==> src/rtl/recorder_pkg.sv <==
// ============================================================================
//  Module   : recorder_pkg
//  Purpose  : Shared widths, FSM/mode encodings and mode priority helper.
//  Revision : 1.0  initial release
// ============================================================================
`default_nettype none

package recorder_pkg;

   localparam int DATA_W = 32;
   localparam int ADDR_W = 25;

   typedef enum logic [1:0] {
      IDLE    = 2'd0,
      WR_REQ  = 2'd1,
      RD_REQ  = 2'd2,
      CLR_REQ = 2'd3
   } state_t;

   typedef enum logic [1:0] {
      M_NONE   = 2'd0,
      M_CLEAR  = 2'd1,
      M_RECORD = 2'd2,
      M_PLAY   = 2'd3
   } mode_t;

   // Clear outranks record, which outranks playback.
   function automatic mode_t select_mode(input logic clr, input logic rec, input logic play);
      mode_t m;
      if (clr)       m = M_CLEAR;
      else if (rec)  m = M_RECORD;
      else if (play) m = M_PLAY;
      else           m = M_NONE;
      return m;
   endfunction

endpackage

`default_nettype wire

==> src/rtl/strobe_edge_sync.sv <==
// ============================================================================
//  Module   : strobe_edge_sync
//  Purpose  : Two-flop synchroniser for an async strobe plus a rising-edge pulse.
//  Revision : 1.0  initial release
// ============================================================================
`default_nettype none

module strobe_edge_sync (
   input  logic Clk,
   input  logic Reset,
   input  logic strobe_i,
   output logic pulse_o
);

   logic sync1_q;
   logic sync2_q;
   logic prev_q;

   always_ff @(posedge Clk) begin
      if (Reset) begin
         sync1_q <= 1'b0;
         sync2_q <= 1'b0;
         prev_q  <= 1'b0;
      end else begin
         sync1_q <= strobe_i;
         sync2_q <= sync1_q;
         prev_q  <= sync2_q;
      end
   end

   assign pulse_o = sync2_q & ~prev_q;

endmodule

`default_nettype wire

==> src/rtl/audio_recorder.sv <==
// ============================================================================
//  Module   : audio_recorder
//  Purpose  : Single-track loop recorder between codec strobes and SDRAM.
//             Define MONITOR_EN to echo INPUT_DATA on OUTPUT_DATA while recording.
//  Revision : 1.0  initial release
// ============================================================================
`default_nettype none

module audio_recorder
   import recorder_pkg::*;
#(
   parameter logic [ADDR_W-1:0] MAX_ADDR = {ADDR_W{1'b1}}
) (
   input  logic              Clk,
   input  logic              Reset,
   input  logic              SAMPLE_INPUT_CLK,
   input  logic              SAMPLE_OUTPUT_CLK,
   input  logic [DATA_W-1:0] INPUT_DATA,
   input  logic              DO_RECORD,
   input  logic              DO_PLAYBACK,
   input  logic              DO_CLEAR,
   output logic [DATA_W-1:0] OUTPUT_DATA,
   output logic [ADDR_W-1:0] TIME,
   output logic [ADDR_W-1:0] END_TIME,
   input  logic              RW_ACK,
   input  logic              INIT_DONE,
   input  logic [DATA_W-1:0] DATA_READ,
   output logic [ADDR_W-1:0] DATA_ADDR,
   output logic [DATA_W-1:0] DATA_WRITE,
   output logic              RW_READ,
   output logic              RW_WRITE
);

   state_t              state_q, state_d;
   mode_t               mode_q, mode_d, mode_sel;
   logic                in_pend_q, in_pend_d;
   logic                out_pend_q, out_pend_d;
   logic                full_q, full_d;
   logic [ADDR_W-1:0]   time_q, time_d;
   logic [ADDR_W-1:0]   end_q, end_d;
   logic [DATA_W-1:0]   out_q, out_d;
   logic [ADDR_W-1:0]   addr_q, addr_d;
   logic [DATA_W-1:0]   wdata_q, wdata_d;
   logic                rd_q, rd_d;
   logic                wr_q, wr_d;

   logic                in_pulse, out_pulse;
   logic                idle, entry;
   logic                wr_start, rd_start, clr_start;
   logic [ADDR_W:0]     time_inc;
   logic [ADDR_W-1:0]   time_sat, time_wrap;

   strobe_edge_sync u_in_sync (
      .Clk      (Clk),
      .Reset    (Reset),
      .strobe_i (SAMPLE_INPUT_CLK),
      .pulse_o  (in_pulse)
   );

   strobe_edge_sync u_out_sync (
      .Clk      (Clk),
      .Reset    (Reset),
      .strobe_i (SAMPLE_OUTPUT_CLK),
      .pulse_o  (out_pulse)
   );

   assign mode_sel  = select_mode(DO_CLEAR, DO_RECORD, DO_PLAYBACK);
   assign idle      = (state_q == IDLE);
   assign entry     = idle && (mode_sel != mode_q);
   assign wr_start  = idle && !entry && (mode_q == M_RECORD) && in_pend_q && INIT_DONE && !full_q;
   assign rd_start  = idle && !entry && (mode_q == M_PLAY) && out_pend_q && INIT_DONE
                      && (end_q != '0);
   assign clr_start = idle && !entry && (mode_q == M_CLEAR) && INIT_DONE && (time_q < end_q);

   // Record at the very last address saturates rather than wrapping to zero.
   assign time_inc  = {1'b0, time_q} + (ADDR_W+1)'(1);
   assign time_sat  = time_inc[ADDR_W] ? {ADDR_W{1'b1}} : time_inc[ADDR_W-1:0];
   assign time_wrap = (time_inc == {1'b0, end_q}) ? '0 : time_inc[ADDR_W-1:0];

   always_ff @(posedge Clk) begin : p_state_reg
      if (Reset) state_q <= IDLE;
      else       state_q <= state_d;
   end

   always_comb begin : p_next_state
      state_d = state_q;
      case (state_q)
         IDLE: begin
            if (wr_start)       state_d = WR_REQ;
            else if (rd_start)  state_d = RD_REQ;
            else if (clr_start) state_d = CLR_REQ;
         end
         WR_REQ, RD_REQ, CLR_REQ: begin
            if (RW_ACK) state_d = IDLE;
         end
         default: state_d = IDLE;
      endcase
   end

   always_comb begin : p_outputs
      mode_d     = mode_q;
      in_pend_d  = in_pend_q | in_pulse;
      out_pend_d = out_pend_q | out_pulse;
      full_d     = full_q;
      time_d     = time_q;
      end_d      = end_q;
      out_d      = out_q;
      addr_d     = addr_q;
      wdata_d    = wdata_q;
      rd_d       = rd_q;
      wr_d       = wr_q;

      case (state_q)
         IDLE: begin
            if (entry) begin
               // Samples strobed before the mode began are stale.
               mode_d     = mode_sel;
               in_pend_d  = 1'b0;
               out_pend_d = 1'b0;
               case (mode_sel)
                  M_RECORD: begin
                     time_d = '0;
                     end_d  = '0;
                     full_d = 1'b0;
                  end
                  M_PLAY, M_CLEAR: time_d = '0;
                  default: ;
               endcase
            end else begin
               case (mode_q)
                  M_RECORD: begin
                     out_pend_d = 1'b0;
                     if (in_pend_q && full_q) begin
                        in_pend_d = 1'b0;
                     end else if (wr_start) begin
                        in_pend_d = 1'b0;
                        addr_d    = time_q;
                        wdata_d   = INPUT_DATA;
                        wr_d      = 1'b1;
                     end
                  end
                  M_PLAY: begin
                     in_pend_d = 1'b0;
                     if (out_pend_q && (end_q == '0)) begin
                        out_pend_d = 1'b0;
                        out_d      = '0;
                     end else if (rd_start) begin
                        out_pend_d = 1'b0;
                        addr_d     = time_q;
                        rd_d       = 1'b1;
                     end
                  end
                  M_CLEAR: begin
                     in_pend_d  = 1'b0;
                     out_pend_d = 1'b0;
                     if (clr_start) begin
                        addr_d  = time_q;
                        wdata_d = '0;
                        wr_d    = 1'b1;
                     end else if (time_q >= end_q) begin
                        time_d = '0;
                        end_d  = '0;
                     end
                  end
                  default: begin
                     in_pend_d  = 1'b0;
                     out_pend_d = 1'b0;
                  end
               endcase
            end
         end
         WR_REQ: begin
            if (RW_ACK) begin
               wr_d   = 1'b0;
               time_d = time_sat;
               end_d  = time_sat;
               if (time_q == MAX_ADDR) full_d = 1'b1;
            end
         end
         RD_REQ: begin
            if (RW_ACK) begin
               rd_d   = 1'b0;
               out_d  = DATA_READ;
               time_d = time_wrap;
            end
         end
         CLR_REQ: begin
            if (RW_ACK) begin
               wr_d   = 1'b0;
               time_d = time_inc[ADDR_W-1:0];
            end
         end
         default: ;
      endcase

`ifdef MONITOR_EN
      if ((mode_q == M_RECORD) && in_pulse) out_d = INPUT_DATA;
`else
`endif
   end

   always_ff @(posedge Clk) begin : p_data_reg
      if (Reset) begin
         mode_q     <= M_NONE;
         in_pend_q  <= 1'b0;
         out_pend_q <= 1'b0;
         full_q     <= 1'b0;
         time_q     <= '0;
         end_q      <= '0;
         out_q      <= '0;
         addr_q     <= '0;
         wdata_q    <= '0;
         rd_q       <= 1'b0;
         wr_q       <= 1'b0;
      end else begin
         mode_q     <= mode_d;
         in_pend_q  <= in_pend_d;
         out_pend_q <= out_pend_d;
         full_q     <= full_d;
         time_q     <= time_d;
         end_q      <= end_d;
         out_q      <= out_d;
         addr_q     <= addr_d;
         wdata_q    <= wdata_d;
         rd_q       <= rd_d;
         wr_q       <= wr_d;
      end
   end

   assign OUTPUT_DATA = out_q;
   assign TIME        = time_q;
   assign END_TIME    = end_q;
   assign DATA_ADDR   = addr_q;
   assign DATA_WRITE  = wdata_q;
   assign RW_READ     = rd_q;
   assign RW_WRITE    = wr_q;

endmodule

`default_nettype wire

==> config.mk <==
export PLATFORM = sky130hd
export DESIGN_NAME = audio_recorder
export DESIGN_NICKNAME = d
export VERILOG_FILES = /design/src/rtl/recorder_pkg.sv /design/src/rtl/strobe_edge_sync.sv /design/src/rtl/audio_recorder.sv
export SDC_FILE = /design/constraint.sdc
export NUM_CORES = 1
export LEC_CHECK = 0
export BUFFER_PORTS_ARGS = -buffer_cell sky130_fd_sc_hd__buf_2
export CAP_MARGIN = 20
export CORE_MARGIN = 5
export CORE_UTILIZATION = 35
export CTS_BUF_LIST = sky130_fd_sc_hd__clkbuf_4 sky130_fd_sc_hd__clkbuf_8 sky130_fd_sc_hd__clkbuf_16
export DETAILED_ROUTE_END_ITERATION = 10
export GPL_TIMING_DRIVEN = 0
export HOLD_SLACK_MARGIN = 0.06
export SLEW_MARGIN = 20
export SYNTH_ARGS = -nofsm -noshare
export SYNTH_HDL_FRONTEND = slang
export SYNTH_SLANG_ARGS = --single-unit
==> constraint.sdc <==
create_clock -name Clk -period 8.8 [get_ports Clk]
set_input_delay 1.32 -clock Clk [delete_from_list [all_inputs] [get_ports Clk]]
set_output_delay 1.32 -clock Clk [all_outputs]
set_load 0.005 [all_outputs]
==> results of run 1 <==
## cell type report
cell class | count | share of cell area
clock inverters | 13 | 0.01221
well taps | 285 | 0.03552
clock buffers | 19 | 0.04511
multi-input cells | 695 | 0.4480
flip-flops and latches | 154 | 0.3071
inverters | 36 | 0.01346
plain buffers | 73 | 0.03240
repair buffers | 213 | 0.1062
## worst register-to-register path: cells and delay by family, from the launching register on
family                     cells  cell delay (ns)
AOI/OAI and AO/OA              3             0.71
adders and majority gates      1             0.30
DFF                            1             0.55
and+or+nand+nor                4             1.62
buffers and inverters          3             1.17
## registers in the layout (all words and copies together) (netlist names), 2 cells and up
| signal | cells |
|---|---|
| DATA_WRITE | 32 |
| OUTPUT_DATA | 32 |
| DATA_ADDR | 25 |
| END_TIME | 25 |
| TIME | 25 |
| mode_q | 2 |
| state_q | 2 |
## cells by family (layout without fill, tap and decap cells)
group           Yosys count  count (layout)  share of synthesized area
buf+inv                 109             354                    0.05726
xor+xnor                 37              37                    0.04466
fa+ha+maj                30              30                    0.04668
compound gates          241             241                     0.2055
flops                   154             154                     0.3834
mux                      29              29                    0.03641
simple gates            358             358                     0.2261
## Yosys cell counts (all sizes together), types with 19 or more instances
cell type,instances
inv,36
nand2,89
ha,30
o21ai,27
xnor2,26
a21oi,89
nor2,99
mux2i,27
dfxtp,154
a22oi,38
clkbuf,49
nand3,59
buf,24
nand4,19
## report_power, final
part           total, mW  internal (mW)  leakage, nW  switching [mW]
Combinational      0.125         0.0405         2.64          0.0850
Sequential         0.708          0.703         1.24         0.00501
Clock              0.734          0.390        0.277           0.344
Total               1.57           1.13         4.16           0.434
## routing by layer
| metal | part of all wire | vias up | global-route usage |
|---|---|---|---|
| li1 | - | 3912 | - |
| met1 | 0.41 | 3903 | 0.2897 |
| met2 | 0.46 | 414 | 0.3739 |
| met3 | 0.098 | 60 | 0.07119 |
| met4 | 0.026 | 0 | 0.07290 |
| met5 | 0 | - | 0 |
## metrics by stage
| step | instance area (um2) | hold WS [ns] | setup slack, ns | util | total power, mW |
|---|---|---|---|---|---|
| 6_report | 10040 | 0.4436 | 4.347 | 0.4434 | 1.568 |
| 4_1_cts | 10040 | 0.4486 | 4.536 | 0.4434 | 1.577 |
| 3_5_place_dp | 9464 | 0.4265 | 4.570 | 0.4180 | 0.8475 |
| 5_1_grt | 10040 | 0.4682 | 4.344 | 0.4434 | 1.622 |
| 3_3_place_gp | 9464 | 0.4212 | 4.489 | 0.4180 | 0.8475 |
| 2_1_floorplan | 8041 | 0.4138 | 5.513 | - | 0.7890 |
## how the worst max path moves through the flow
| stage | startpoint | end | cells after the start |
|---|---|---|---|
| 5_1_grt | END_TIME[24] | TIME[21] | 11 |
| 6_report | END_TIME[24] | TIME[21] | 11 |
| 4_1_cts | END_TIME[24] | TIME[21] | 11 |
| 3_5_place_dp | END_TIME[24] | TIME[21] | 11 |
| 3_3_place_gp | END_TIME[24] | TIME[21] | 11 |
| 2_1_floorplan | DO_PLAYBACK | DATA_ADDR[19] | 9 |
==> impl_metrics.json, run 1 <==
{
  "outcome": "completed",
  "cp.required_ns": 9.13,
  "power_density_mw_per_mm2": 156.2,
  "ys_ff_latch": 154,
  "num_vias": 8289,
  "area.growth.synth_to_final_pct": 24.85,
  "maxSlewHeadroom": 0.2500,
  "hold_buffers": 0,
  "nFillCells": 2301,
  "grt_max_degree": 17,
  "ff_latch_area_mm2": 0.003083,
  "track_usage": 0.2291,
  "hold_viol_final": 0,
  "yosys.area.top_type_share": 0.3834,
  "numClockSinks": 154,
  "cp.arrival_ns": 4.79,
  "path_clk_slew_ns": 0.07,
  "critical-path-top-delay-family": "simple AND/OR/NAND/NOR gates",
  "rsz0062_at_grt": "no",
  "netlist.top_cell.by_area": "dfxtp_1",
  "setup_tns_ns": 0,
  "holdCritPathClass": "register to register",
  "worstHoldPathCells": 1,
  "dieArea_mm2": 0.02611,
  "final_cell_mix": "229 x buf_2, 154 x dfxtp_1, 99 x nor2_1, 89 x nand2_1, 88 x a21oi_1",
  "synth.cell_area_mm2": 0.008041,
  "post_route_cells_drive_above_1_share": 0.2444,
  "path_class": "register to register",
  "synth-seq-area-share": 0.3834,
  "grt_pass1_wl_mm": 46.91,
  "reg2reg_to": "TIME[21]",
  "wl_mm": 30.53,
  "finalCritPeriodShare": 0.5061,
  "synth-edff-count": 0,
  "synth_warnings": 0,
  "slew_viol_final": 0,
  "post-route-min-period_ns": 4.453,
  "ir_drop_uv": 128.3,
  "diodes": 0,
  "fmax_mhz": 224.6,
  "numCtsBuffers": 17,
  "io_buffer_count": 213,
  "post_drt_wl_per_cell_um": 20.52,
  "synthArstFlopShare": 0,
  "worst-path-max-fanout": 10,
  "multi_input_area_mm2": 0.004498,
  "r2r_start": "END_TIME[24]",
  "drt_iter0_drc": 714,
  "dp.cells": 1456,
  "hold_end": "u_in_sync.sync2_q",
  "cts_root_buffer": "clkbuf_16",
  "die_h_um": 161.6,
  "clock_latency_ns": 0.43,
  "gp_congestion": 1.004,
  "finalSetupViolations": 0,
  "postSynthAreaPerCell_um2": 8.394,
  "core-area_mm2": 0.02264,
  "slowest_delay_ns": 0.87,
  "vias_per_cell": 5.571,
  "path_cells": "inv_1 -> ha_1 -> nand4_1 -> nor4_1 -> o211ai_1 -> nand3_1 -> o211a_1 -> clkbuf_1 -> clkbuf_1 -> nand3_1 -> a41oi_1",
  "tightest_slew_ns": 1.121,
  "reg2reg_depth": 11,
  "hp-start": "u_in_sync.sync1_q",
  "synth_cell_types": 77,
  "finalNonFillerCells": 1488,
  "antenna_left": 0,
  "post-cts-setup-buffers": 0,
  "final_common_cell": "buf_2",
  "htree_levels": 4,
  "end_kind": "register",
  "worst_setup_path_start_kind": "register",
  "timing.reg2reg.setup_slack_ns": 4.35,
  "synth_cells": 958,
  "clockBufferDepth": 2,
  "p_leak_nw": 4.163,
  "ctsResizeCount": 0,
  "hpwl_mm": 22.74,
  "nets": 1293,
  "drc": 0,
  "die_w_um": 161.6,
  "drtPass1Iterations": 6,
  "grt_pass1_vias": 8163,
  "ios": 214,
  "ys.flop_type": "dfxtp_1",
  "initial_core_util": 0.3552,
  "worst-path-buf-inv": 3,
  "synthTopCellsByArea": "dfxtp_1 38%, a21oi_1 5.5%, ha_1 4.7%",
  "placementRows": 55,
  "skew_ns": 0.01368,
  "syn-num-nets": 1061,
  "max_cap_viol_count": 0,
  "antenna_found_initial": 0,
  "cts_tree": "built",
  "cp_slowest_cell": "nor4_1",
  "gr-total-overflow": 0
}
Power figures use the tool's default switching activity.
==> inputs of run 2 (changes only) <==
==> constraint.sdc (replaced) <==
create_clock -name Clk -period 3.7 [get_ports Clk]
set_input_delay 0.555 -clock Clk [delete_from_list [all_inputs] [get_ports Clk]]
set_output_delay 0.555 -clock Clk [all_outputs]
set_load 0.005 [all_outputs]
==> run 2 against run 1 <==
  * Critical path depth is 1 lower
  * Fmax is 28% higher
  * Global-route usage hardly changed
  * Design area is 1.1% higher
  * Clock power is 140% higher
  * Die area stayed put
  * Hold slack worse by 0.11 ns
  * Core utilization is 0.50 points higher
  * Combinational power is 150% higher
  * Non-clock buffer count is 5 higher
  * Clock skew hardly changed
  * Routed wire length is 0.24% higher
  * Critical path type unchanged
  * Largest power group unchanged
  * Highest routed layer unchanged
==> impl_metrics.json, run 2 (same netlist as run 1, synthesis figures left out) <==
{
  "outcome": "completed",
  "track_usage": 0.2295,
  "fmax_mhz": 287.3,
  "diodes": 0,
  "grt_pass1_wl_mm": 46.96,
  "io_buffer_count": 213,
  "clockBufferDepth": 2,
  "nets": 1298,
  "crit_start": "END_TIME[17]",
  "die_h_um": 161.6,
  "grt_pass1_vias": 8162,
  "post_drt_wl_per_cell_um": 20.50,
  "drt_iter0_drc": 842,
  "gp_congestion": 1.004,
  "rsz0062_at_grt": "no",
  "total_power_mw": 3.746,
  "worst_setup_path_start_kind": "register",
  "area.growth.synth_to_final_pct": 26.25,
  "path_class": "register to register",
  "wl_mm": 30.61,
  "design_area_mm2": 0.01015,
  "end_kind": "register",
  "numClockSinks": 154,
  "numCtsBuffers": 17,
  "tightest_slew_ns": 0.9084,
  "finalSetupViolations": 0,
  "power_density_mw_per_mm2": 369.0,
  "placementRows": 55,
  "final_cell_mix": "230 x buf_2, 152 x dfxtp_1, 98 x nor2_1, 89 x nand2_1, 87 x a21oi_1",
  "hold_viol_final": 0,
  "cp.arrival_ns": 3.81,
  "antenna_found_initial": 0,
  "clock_latency_ns": 0.44,
  "fin_ws_ns": 0.2193,
  "antenna_left": 0,
  "dpl_worst_slack_ns": -0.5303,
  "post-route-min-period_ns": 3.481,
  "initial_core_util": 0.3552,
  "gr-total-overflow": 0,
  "dieArea_mm2": 0.02611,
  "cts_tree": "built",
  "vias_per_cell": 5.582,
  "hpwl_mm": 22.74,
  "r2r_start": "END_TIME[17]",
  "finalCritPeriodShare": 0.9407,
  "reg2reg_to": "TIME[21]",
  "grt_max_degree": 17,
  "p_leak_nw": 4.223,
  "holdCritPathClass": "primary input to register",
  "post_route_cells_drive_above_1_share": 0.2583,
  "maxSlewHeadroom": 0.3922,
  "dpl-instance-area_mm2": 0.009464,
  "cts_root_buffer": "clkbuf_16",
  "num_vias": 8334,
  "die_w_um": 161.6,
  "ios": 214,
  "htree_levels": 4,
  "core-area_mm2": 0.02264,
  "path_clk_slew_ns": 0.07,
  "setup_tns_ns": 0,
  "cp.required_ns": 4.03,
  "skew_ns": 0.01372,
  "final_common_cell": "buf_2",
  "slew_viol_final": 0,
  "drc": 0,
  "ir_drop_uv": 292.4,
  "max_cap_viol_count": 0,
  "worst-path-max-fanout": 10,
  "endpoint": "TIME[21]",
  "reg2reg_depth": 10,
  "drtPass1Iterations": 7,
  "timing.reg2reg.setup_slack_ns": 0.22
}
[run 2: cell types whose count changed in the layout (fill, tap and decap cells not counted), moves of 2 or more]
cell	delta
dfxtp_2	+2
buf_4	+6
nor4_1	-3
clkbuf_2	+3
clkbuf_1	-5
nor4_4	+3
dfxtp_1	-2
[run 2: layout make-up]
type                            count  area (um2)
Inverter                           36       135.1
Buffer                             72       326.6
Sequential cell                   154        3085
Fill cell                        2302       12490
Timing Repair Buffer              219        1111
Multi-Input combinational cell    695        4562
Tap cell                          285       356.6
Clock inverter                     13       122.6
Clock buffer                       19       452.9
[run 2: metal layers]
metal,vias to the layer above,part of all wire,GRT usage
met3,76,0.092,0.06838
li1,3926,-,-
met4,0,0.030,0.07212
met2,434,0.46,0.3756
met1,3898,0.42,0.2916
met5,-,0,0
[run 2: how the worst min path moves through the flow]
| stage | from | end | slack, ns | cells past startpoint |
|---|---|---|---|---|
| 4_1_cts | SAMPLE_INPUT_CLK | u_in_sync.sync1_q | 0.33 | 2 |
| 2_1_floorplan | u_in_sync.sync1_q | u_in_sync.sync2_q | 0.41 | 1 |
| 3_5_place_dp | u_out_sync.sync1_q | u_out_sync.sync2_q | 0.43 | 1 |
| 6_report | SAMPLE_OUTPUT_CLK | u_out_sync.sync1_q | 0.34 | 2 |
| 5_1_grt | SAMPLE_OUTPUT_CLK | u_out_sync.sync1_q | 0.34 | 2 |
| 3_3_place_gp | u_out_sync.sync1_q | u_out_sync.sync2_q | 0.42 | 1 |
[run 2: worst max-delay path, cell delays in order, from the launching register on]
cell and delay, ns:
dfxtp_1 0.50, inv_1 0.13, ha_1 0.29, nand4_1 0.25, nor4_4 0.49, o211ai_1 0.21
nand3_1 0.17, o211a_1 0.48, clkbuf_2 0.40, nand3_1 0.19, a41oi_1 0.27
[run 2: timing repair]
item	4_1_cts	5_1_grt
pin swaps	1	3
hold buffers	0	0
setup endpoints to repair	70	101
setup buffers	1	5
resized for setup	7	11
[run 2: through the flow]
step / instances / util / hold slack (ns)
after floorplan: 958 / - / 0.4138
after global placement: 1456 / 0.4180 / 0.4212
after detailed placement: 1456 / 0.4180 / 0.4265
after CTS: 1488 / 0.4447 / 0.3272
after global routing: 1493 / 0.4484 / 0.3351
final: 1493 / 0.4484 / 0.3353
[run 2: where the power goes]
| part | switching [mW] | total [mW] | internal (mW) |
|---|---|---|---|
| Clock | 0.822 | 1.75 | 0.927 |
| Combinational | 0.208 | 0.312 | 0.105 |
| Sequential | 0.0119 | 1.68 | 1.67 |
| Total | 1.04 | 3.75 | 2.70 |
==> inputs of run 3 (changes only) <==
--- a/config.mk
+++ b/config.mk
@@ -13,6 +13,7 @@
 export DETAILED_ROUTE_END_ITERATION = 10
 export GPL_TIMING_DRIVEN = 0
 export HOLD_SLACK_MARGIN = 0.06
+export PLACE_DENSITY_LB_ADDON = 0.2
 export SLEW_MARGIN = 20
 export SYNTH_ARGS = -nofsm -noshare
 export SYNTH_HDL_FRONTEND = slang
==> run 3 against run 2 <==
  * Global-route usage decreased by 0.61 points
  * Via count decreased by 1.1%
  * Non-clock buffer count fell by 1
  * Core utilization is essentially flat
  * Sequential power about the same
  * Clock-buffer cell count is 1 lower
  * Sequential share of layout area is essentially flat
  * Critical path type unchanged
  * Critical endpoint is now TIME[17]
  * Largest power group unchanged
  * Highest routed layer unchanged
==> impl_metrics.json, run 3 (same netlist as run 1, synthesis figures left out) <==
{
  "outcome": "completed",
  "htree_levels": 4,
  "numClockSinks": 154,
  "critical-path-top-delay-family": "simple AND/OR/NAND/NOR gates",
  "ios": 214,
  "cts_tree": "built",
  "path_class": "register to register",
  "ff_latch_area_mm2": 0.003085,
  "fin_ws_ns": 0.1557,
  "drc": 0,
  "antenna_left": 0,
  "worst-path-max-fanout": 10,
  "cp.required_ns": 4.01,
  "worst-path-buf-inv": 2,
  "clock_latency_ns": 0.44,
  "fmax_mhz": 282.1,
  "maxSlewHeadroom": 0.4460,
  "holdCritPathClass": "primary input to register",
  "finalSetupViolations": 0,
  "drtPass1Iterations": 5,
  "clockBufferDepth": 2,
  "whs_ns": 0.3285,
  "cp.arrival_ns": 3.86,
  "gr-total-overflow": 0,
  "path_clk_slew_ns": 0.07,
  "initial_core_util": 0.3552,
  "grt_max_degree": 18,
  "slowest_delay_ns": 0.56,
  "core-area_mm2": 0.02264,
  "power_density_mw_per_mm2": 376.2,
  "cts_root_buffer": "clkbuf_16",
  "vias_per_cell": 5.522,
  "antenna_found_initial": 0,
  "design_area_mm2": 0.01015,
  "hpwl_mm": 22.22,
  "grt_pass1_wl_mm": 45.62,
  "post_drt_wl_per_cell_um": 20.02,
  "final_cell_mix": "230 x buf_2, 152 x dfxtp_1, 98 x nor2_1, 89 x nand2_1, 87 x a21oi_1",
  "numCtsBuffers": 17,
  "hold_viol_final": 0,
  "rsz0062_at_grt": "no",
  "max_cap_viol_count": 0,
  "placementRows": 55,
  "die_w_um": 161.6,
  "skew_ns": 0.01297,
  "dpl_worst_slack_ns": -0.5911,
  "final_common_cell": "buf_2",
  "ir_drop_uv": 337.2,
  "slew_viol_final": 0,
  "crit_top_cell": "o211ai_1",
  "die_h_um": 161.6,
  "p_leak_nw": 4.226,
  "fin_util": 0.4485,
  "gp_congestion": 0.9966,
  "cp_slowest_cell": "dfxtp_1",
  "multi_input_area_mm2": 0.004539,
  "drt_iter0_drc": 688,
  "area.growth.synth_to_final_pct": 26.26,
  "dieArea_mm2": 0.02611,
  "num_vias": 8244,
  "post_route_cells_drive_above_1_share": 0.2577,
  "io_buffer_count": 213,
  "dpl-instance-area_mm2": 0.009464,
  "path_cells": "inv_1 -> ha_1 -> nand4_1 -> nor4_4 -> o211ai_1 -> nand3_1 -> o211ai_1 -> clkbuf_2 -> nor3_1 -> nand2_1 -> a41oi_1",
  "wl_mm": 29.89,
  "worst_setup_path_start_kind": "register",
  "nets": 1297,
  "nFillCells": 2287,
  "dp.cells": 1456,
  "post-route-min-period_ns": 3.544,
  "finalNonFillerCells": 1493,
  "track_usage": 0.2234,
  "tightest_slew_ns": 0.8280,
  "finalCritPeriodShare": 0.9579,
  "end_kind": "register",
  "grt_pass1_vias": 7902
}
run 3: worst reg2reg max path, cell delays in order (launching register included):
cell      delay, ns
dfxtp_1        0.56
inv_1          0.08
ha_1           0.31
nand4_1        0.33
nor4_4         0.54
o211ai_1       0.23
nand3_1        0.19
o211ai_1       0.27
clkbuf_2       0.36
nor3_1         0.23
nand2_1        0.07
a41oi_1        0.27
run 3: layer usage:
| layer | up-vias | GRT usage | share of wire |
|---|---|---|---|
| li1 | 3934 | - | - |
| met1 | 3899 | 0.2848 | 0.42 |
| met3 | 67 | 0.06047 | 0.078 |
| met5 | - | 0 | 0 |
| met4 | 0 | 0.06979 | 0.025 |
| met2 | 344 | 0.3693 | 0.47 |
run 3: through the flow:
stage	TNS, ns	total power [mW]
after floorplan	0	1.876
after global placement	-17.14	2.016
after detailed placement	-18.10	2.017
after CTS	0	3.842
after global routing	0	3.949
final	0	3.819
run 3: area by class of cell:
cell class	count	share of cell area
timing repair buffer	218	0.1087
buffer	72	0.03216
clock inverter	14	0.01627
clock buffer	18	0.04325
multi-input combinational	695	0.4471
tap	285	0.03512
antenna	1	0.0002465
sequential	154	0.3039
inverter	36	0.01331
run 3: where the power goes:
group | leakage [nW] | internal [mW] | switching (mW)
logic | 2.69 | 0.104 | 0.204
clock network | 0.297 | 0.989 | 0.837
registers | 1.24 | 1.67 | 0.0120
total | 4.23 | 2.77 | 1.05
run 3: repair_timing:
item | in CTS | in global routing
pin swaps | 0 | 4
setup buffers | 0 | 5
setup endpoints to repair | 81 | 28
gates resized for setup | 10 | 5
cloned | 0 | 0
hold buffers | 0 | 0
endpoints found under the hold margin | 0 | 0
run 3: final timing paths:
check                                     endpoint  cells past startpoint          startpoint  slack [ns]
worst min register to register  u_out_sync.sync2_q                      1  u_out_sync.sync1_q        0.44
worst min-delay path             u_in_sync.sync1_q                      2    SAMPLE_INPUT_CLK        0.33
worst max register to register            TIME[17]                     11        END_TIME[24]        0.16
worst max-delay path                      TIME[17]                     11        END_TIME[24]        0.16
